`config.mk`:
```
export PLATFORM = sky130hd
export DESIGN_NAME = approx_div_16bit_flat
export DESIGN_NICKNAME = d
export VERILOG_FILES = /design/src/rtl/approx_div_16bit_if.sv /design/src/rtl/approx_div_16bit.sv /design/src/flat_wrapper.sv
export SDC_FILE = /design/constraint.sdc
export NUM_CORES = 1
export LEC_CHECK = 0
export BUFFER_PORTS_ARGS = -buffer_cell sky130_fd_sc_hd__buf_2
export CAP_MARGIN = 10
export CORE_MARGIN = 5
export CORE_UTILIZATION = 55
export CTS_BUF_LIST = sky130_fd_sc_hd__clkbuf_16
export DETAILED_ROUTE_END_ITERATION = 10
export PLACE_DENSITY = 0.75
export SLEW_MARGIN = 20
export SYNTH_ARGS = -nofsm -noshare
export SYNTH_HDL_FRONTEND = slang
export SYNTH_SLANG_ARGS = --single-unit
```
`constraint.sdc`:
```
create_clock -name clk -period 4.9 [get_ports clk]
set_input_delay 0.245 -clock clk [delete_from_list [all_inputs] [get_ports clk]]
set_output_delay 0.245 -clock clk [all_outputs]
set_load 0.02 [all_outputs]
```
`src/rtl/approx_div_16bit_if.sv`:
```
// rtl/approx_div_16bit_if.sv - start/done handshake bundle for the approximate divider
interface approx_div_16bit_if;
  logic        start;
  logic [15:0] x1;
  logic [15:0] x2;
  logic        busy;
  logic        done;
  logic [15:0] out;
  logic        div_by_zero;

  modport master (
    output start, x1, x2,
    input  busy, done, out, div_by_zero
  );

  modport slave (
    input  start, x1, x2,
    output busy, done, out, div_by_zero
  );
endinterface

```
`src/rtl/approx_div_16bit.sv`:
```
// rtl/approx_div_16bit.sv - sequential approximate unsigned divider
// Normalise both operands, divide their top bytes, then rescale by the shift difference.
module approx_div_16bit (
  input  logic              clk,
  input  logic              rst,
  approx_div_16bit_if.slave bus
);

  typedef enum logic [2:0] {
    IDLE  = 3'd0,
    NORM  = 3'd1,
    DIV   = 3'd2,
    SCALE = 3'd3,
    DONE  = 3'd4
  } state_t;

  state_t      state;
  state_t      state_nxt;

  logic [15:0] r1;
  logic [15:0] r2;
  logic [3:0]  k1;
  logic [3:0]  k2;
  logic [7:0]  b8;
  logic [8:0]  rem;
  logic [15:0] q;
  logic [4:0]  step;
  logic [4:0]  s;
  logic        dir_left;
  logic [15:0] out_q;
  logic        dbz_q;

  logic        busy_c;
  logic        done_c;
  logic        zero_op;

  logic [8:0]  rem_sh;
  logic [15:0] q_sh;
  logic [8:0]  rem_nx;
  logic [15:0] q_nx;
  logic [5:0]  d;
  logic [4:0]  d_mag;

  assign zero_op = (bus.x2 == 16'd0) || (bus.x1 == 16'd0);

  always_ff @(posedge clk) begin
    if (rst) begin
      state <= IDLE;
    end else begin
      state <= state_nxt;
    end
  end

  always_comb begin
    state_nxt = state;
    busy_c    = 1'b1;
    done_c    = 1'b0;
    case (state)
      IDLE: begin
        busy_c = 1'b0;
        if (bus.start) begin
          state_nxt = zero_op ? DONE : NORM;
        end
      end
      NORM: begin
        if (r1[15] && r2[15]) begin
          state_nxt = DIV;
        end
      end
      DIV: begin
        if (step == 5'd15) begin
          state_nxt = SCALE;
        end
      end
      SCALE: begin
        if (s == 5'd0) begin
          state_nxt = DONE;
        end
      end
      DONE: begin
        done_c    = 1'b1;
        state_nxt = IDLE;
      end
      default: begin
        state_nxt = IDLE;
      end
    endcase
  end

  // One restoring step: shift {rem,q} left, subtract divisor when it fits.
  always_comb begin
    rem_sh = {rem[7:0], q[15]};
    q_sh   = {q[14:0], 1'b0};
    rem_nx = rem_sh;
    q_nx   = q_sh;
    if (rem_sh >= {1'b0, b8}) begin
      rem_nx = rem_sh - {1'b0, b8};
      q_nx   = q_sh | 16'd1;
    end
  end

  // Exponent of the result relative to Q: out ~= Q * 2^(k2 - k1 - 8).
  always_comb begin
    d     = {2'b00, k2} - {2'b00, k1} - 6'd8;
    d_mag = d[5] ? (5'd0 - d[4:0]) : d[4:0];
  end

  always_ff @(posedge clk) begin
    if (rst) begin
      r1       <= 16'd0;
      r2       <= 16'd0;
      k1       <= 4'd0;
      k2       <= 4'd0;
      b8       <= 8'd0;
      rem      <= 9'd0;
      q        <= 16'd0;
      step     <= 5'd0;
      s        <= 5'd0;
      dir_left <= 1'b0;
      out_q    <= 16'd0;
      dbz_q    <= 1'b0;
    end else begin
      case (state)
        IDLE: begin
          if (bus.start) begin
            if (bus.x2 == 16'd0) begin
              out_q <= 16'hFFFF;
              dbz_q <= 1'b1;
            end else if (bus.x1 == 16'd0) begin
              out_q <= 16'd0;
              dbz_q <= 1'b0;
            end else begin
              r1    <= bus.x1;
              r2    <= bus.x2;
              k1    <= 4'd0;
              k2    <= 4'd0;
              step  <= 5'd0;
              s     <= 5'd0;
              dbz_q <= 1'b0;
            end
          end
        end
        NORM: begin
          if (r1[15] && r2[15]) begin
            q    <= {r1[15:8], 8'h00};
            b8   <= r2[15:8];
            rem  <= 9'd0;
            step <= 5'd0;
          end else begin
            if (!r1[15]) begin
              r1 <= r1 << 1;
              k1 <= k1 + 4'd1;
            end
            if (!r2[15]) begin
              r2 <= r2 << 1;
              k2 <= k2 + 4'd1;
            end
          end
        end
        DIV: begin
          rem  <= rem_nx;
          q    <= q_nx;
          step <= step + 5'd1;
          if (step == 5'd15) begin
            s        <= d_mag;
            dir_left <= ~d[5];
          end
        end
        SCALE: begin
          if (s != 5'd0) begin
            q <= dir_left ? (q << 1) : (q >> 1);
            s <= s - 5'd1;
          end else begin
            out_q <= q;
          end
        end
        default: begin
        end
      endcase
    end
  end

  assign bus.busy        = busy_c;
  assign bus.done        = done_c;
  assign bus.out         = out_q;
  assign bus.div_by_zero = dbz_q;

endmodule

```
`src/flat_wrapper.sv`:
```
// flat-port wrapper written by rule: the top's interface ports become plain ports
module approx_div_16bit_flat 
  (clk, rst, bus_start, bus_x1, bus_x2, bus_busy, bus_done, bus_out, bus_div_by_zero);
  approx_div_16bit_if bus_i ();
  input  logic clk;
  input  logic rst;
  input wire logic [$bits(bus_i.start)-1:0] bus_start;
  input wire logic [$bits(bus_i.x1)-1:0] bus_x1;
  input wire logic [$bits(bus_i.x2)-1:0] bus_x2;
  output wire logic [$bits(bus_i.busy)-1:0] bus_busy;
  output wire logic [$bits(bus_i.done)-1:0] bus_done;
  output wire logic [$bits(bus_i.out)-1:0] bus_out;
  output wire logic [$bits(bus_i.div_by_zero)-1:0] bus_div_by_zero;
  assign bus_i.start = bus_start;
  assign bus_i.x1 = bus_x1;
  assign bus_i.x2 = bus_x2;
  assign bus_busy = bus_i.busy;
  assign bus_done = bus_i.done;
  assign bus_out = bus_i.out;
  assign bus_div_by_zero = bus_i.div_by_zero;
  approx_div_16bit u_core (.clk(clk), .rst(rst), .bus(bus_i));
endmodule
```
==> impl_metrics.csv <==
group,metric,value,unit
status,run_status,"complete, no violations",
die,start_util,55.7,%
synthesis,synth-xor-area-share,1.96,%
critical_path,crit_start,"u_core.state[0]$_SDFFE_PP0P_",
power,power_density,315,nW/um2
critical_path,reg2reg_slack,2.16,ns
synthesis,ys_warn_count,0,
clock_network,post_cts_buffers,0,
clock_network,cts_tree,"yes",
global_routing,grt_pass1_vias,4480,
synthesis,syn_nets,713,
synthesis,netlist_instances,656,
synthesis,synth_edf_count,0,
critical_path,critPathArrivalTime,2.94,ns
timing,tns,0,ns
synthesis,muxShareOfSynthArea,4.12,%
synthesis,syn_avg_cell_area,8.18,um2
synthesis,synth_common_cells,"nor2_1 (131), dfxtp_1 (103), a21oi_1 (61)",
layout,utilization,61.3,%
critical_path,cp-start-kind,"register",
clock_network,cts_buffers,9,
critical_path,cp_max_fo,29,
detailed_routing,first_pass_iters,6,
global_routing,grt_usage,21.5,%
detailed_routing,wl_per_cell,14.7,um
clock_network,cts_hold_buf,0,
synthesis,ys_seq_elements,103,
global_routing,grt_pass1_wl,20600,um
clock_network,path_clk_slew,0.07,ns
clock_network,clkSinkCount,103,
die,rows,36,
power,vdd_drop_max,162,uV
synthesis,ys_seq_area_share,38.4,%
critical_path,cp-end-kind,"register",
timing,slew_headroom,30.8,%
global_routing,grt_max_degree,96,
place,dpl.hpwl,8450,um
synthesis,syn_area,5370,um2
flow_run,cap_violations,0,
synthesis,synth_top_cell_area_share,38.4,%
synthesis,yosysMostFrequentCell,"nor2_1",
synthesis,ys_types,65,
timing,period_share,55.9,%
synthesis,async_flop_share,0,%
place,io_buffer_count,53,
detailed_routing,drc_errors,0,
clock_network,h-tree-depth,3,
min_path,holdCritPathClass,"in2reg",
detailed_routing,ant_nets,0,
layout,layout.nets,740,
timing,holdWs,0.200,ns
timing,setup_violations,0,
critical_path,r2r_start,"u_core.state[0]$_SDFFE_PP0P_",
clock_network,clk_latency,0.35,ns
detailed_routing,drt-total-wl,12100,um
synthesis,synth_compound_area_share,18.3,%
place,place_congestion,0.868,
critical_path,crit_required,5.10,ns
synthesis,synth_top_cell_by_area,"dfxtp_1",
global_routing,antenna_found_initial,0,
detailed_routing,vias_per_cell,5.73,
synthesis,synth_top_family_by_area,"simple AND/OR/NAND/NOR gates",
synthesis,synthAdderAreaFrac,5.41,%
timing,rsz0062_at_grt,"false",
synthesis,yosys_most_used_dff,"dfxtp_1",
layout,final_area,5910,um2
clock_network,cts_buffer_depth,2,
synthesis,synth.area.top_cells,"dfxtp_1 (38%), nor2_1 (9.2%), a21oi_1 (5.7%)",
die,core_area,9640,um2
critical_path,crit_type,"reg2reg",
timing,clock_skew,0.00774,ns
clock_network,post_cts_resized,0,
die,num_io_pins,54,
die,die_area,11800,um2
timing,tightest_slew,1.02,ns
detailed_routing,drtIter0Drc,366,
synthesis,synth-simple-area-share,26.3,%
timing,fmax,365,MHz
clock_network,clockRootBuffer,"clkbuf_16",
global_routing,gr-total-overflow,0,
place,place_area,5610,um2
timing,fin_crit,2.74,ns
layout,fillers,904,
die,die_h,109,um
layout,synthToLayoutAreaGrowth,10.1,%
die,fp.dieW,109,um
timing,slew_viol_final,0,
power,leakage,0.00230,uW
layout,drive_above_1_share,13.7,%
detailed_routing,num_vias,4705,
min_path,hp-start,"bus_x2[15]",
timing,hold_viol,0,
layout,antenna_cells,0,
[area by class of cell]
type	instances	area, um2	area share [%]
clock inverter	7	71.3	1.21
inverter	25	93.8	1.59
multi-input combinational	489	3010	51.0
sequential	103	2060	34.9
timing repair buffer	55	280	4.74
tap	133	166	2.81
clock buffer	9	225	3.81
[cells in the final DEF, fill, tap and decap left out, types with 2 or more instances in the layout]
cell type   Yosys  final
o21ai_0        16     16
nand2_1        36     36
dfxtp_1       103    103
mux2i_1        21     21
a211oi_1       16     16
a22oi_1         6      6
nor3_1         29     29
nand2_2         2      2
and2_1          3      3
inv_1          24     24
nor3_2          3      3
a21oi_1        61     61
nand2b_1        7      7
xor2_1          5      5
nand4_1         4      4
or3_1           5      4
clkinvlp_4      0      2
a221oi_1        3      3
nand3_1         8      8
a31oi_1         3      3
buf_4           5      2
nor3b_1        15     15
a311oi_1        7      7
xnor2_1         7      7
o21ai_1         3      3
buf_2          11     53
nor4_1         22     22
clkbuf_16       0      9
and3_1          5      5
a211oi_2        3      3
a22o_1          6      6
nor2_1        131    131
fa_1            2      2
a21o_1          3      3
nor2b_1         9      9
ha_1           20     20
[sequential cells by signal (all words and copies together), names as in the netlist]
| register | count |
|---|---|
| u_core.k2 | 4 |
| u_core.rem | 8 |
| u_core.bus.out | 16 |
| u_core.s | 5 |
| u_core.q | 16 |
| u_core.r2 | 16 |
| u_core.b8 | 8 |
| u_core.state | 3 |
| u_core.step | 5 |
| u_core.bus.div_by_zero | 1 |
| u_core.k1 | 4 |
| u_core.r1 | 16 |
| u_core.dir_left | 1 |
[power by group]
group	internal [uW]	leakage [uW]	total [uW]	switching, uW
Sequential	874	0.000838	908	33.8
Combinational	91.1	0.00133	236	145
Clock	396	0.000139	721	324
Total	1360	0.00230	1860	503
[critical path, stage by stage, from the launching register on]
cell and delay, ns:
dfxtp_1 0.48, nor3_2 0.30, and2_1 0.19, nand3_2 0.41, nand2_1 0.88, o22ai_1 0.17
nor2b_1 0.17
[stage by stage]
stage	cells	total power, uW	worst slack [ns]
final	821	1860	2.16
after detailed placement	805	1160	2.18
after CTS	821	1870	2.18
after global placement	805	1150	2.27
after global routing	821	1950	1.88
after floorplan	656	1100	2.53
[metal layers]
| layer | wire (um) | GRT usage [%] | up-vias | part of all wire, % |
|---|---|---|---|---|
| li1 | - | - | 2380 | - |
| met1 | 5410 | 28.0 | 2190 | 45 |
| met2 | 5820 | 35.1 | 111 | 48 |
| met3 | 574 | 4.20 | 24 | 4.8 |
| met4 | 266 | 8.66 | 0 | 2.2 |
| met5 | 0 | 0 | - | 0 |
[final timing paths]
check	to	depth (start not counted)
worst max register to register	u_core.r1[0]$_SDFFE_PP0P_	6
worst max-delay path	u_core.r1[0]$_SDFFE_PP0P_	6
worst min-delay path	u_core.r2[15]$_SDFFE_PP0P_	3
worst min register to register	u_core.b8[7]$_SDFFE_PP0P_	2
[cell families (layout without fill, tap and decap cells)]
| kind of cell | after synthesis | after routing |
|---|---|---|
| AOI/OAI and AO/OA | 144 | 144 |
| xor gates and xnor gates | 12 | 12 |
| adders and majority gates | 22 | 22 |
| buffers and inverters | 64 | 96 |
| DFF | 103 | 103 |
| muxes | 22 | 22 |
| and+or+nand+nor | 289 | 289 |
Note: power is estimated with default switching activity, not from simulation.
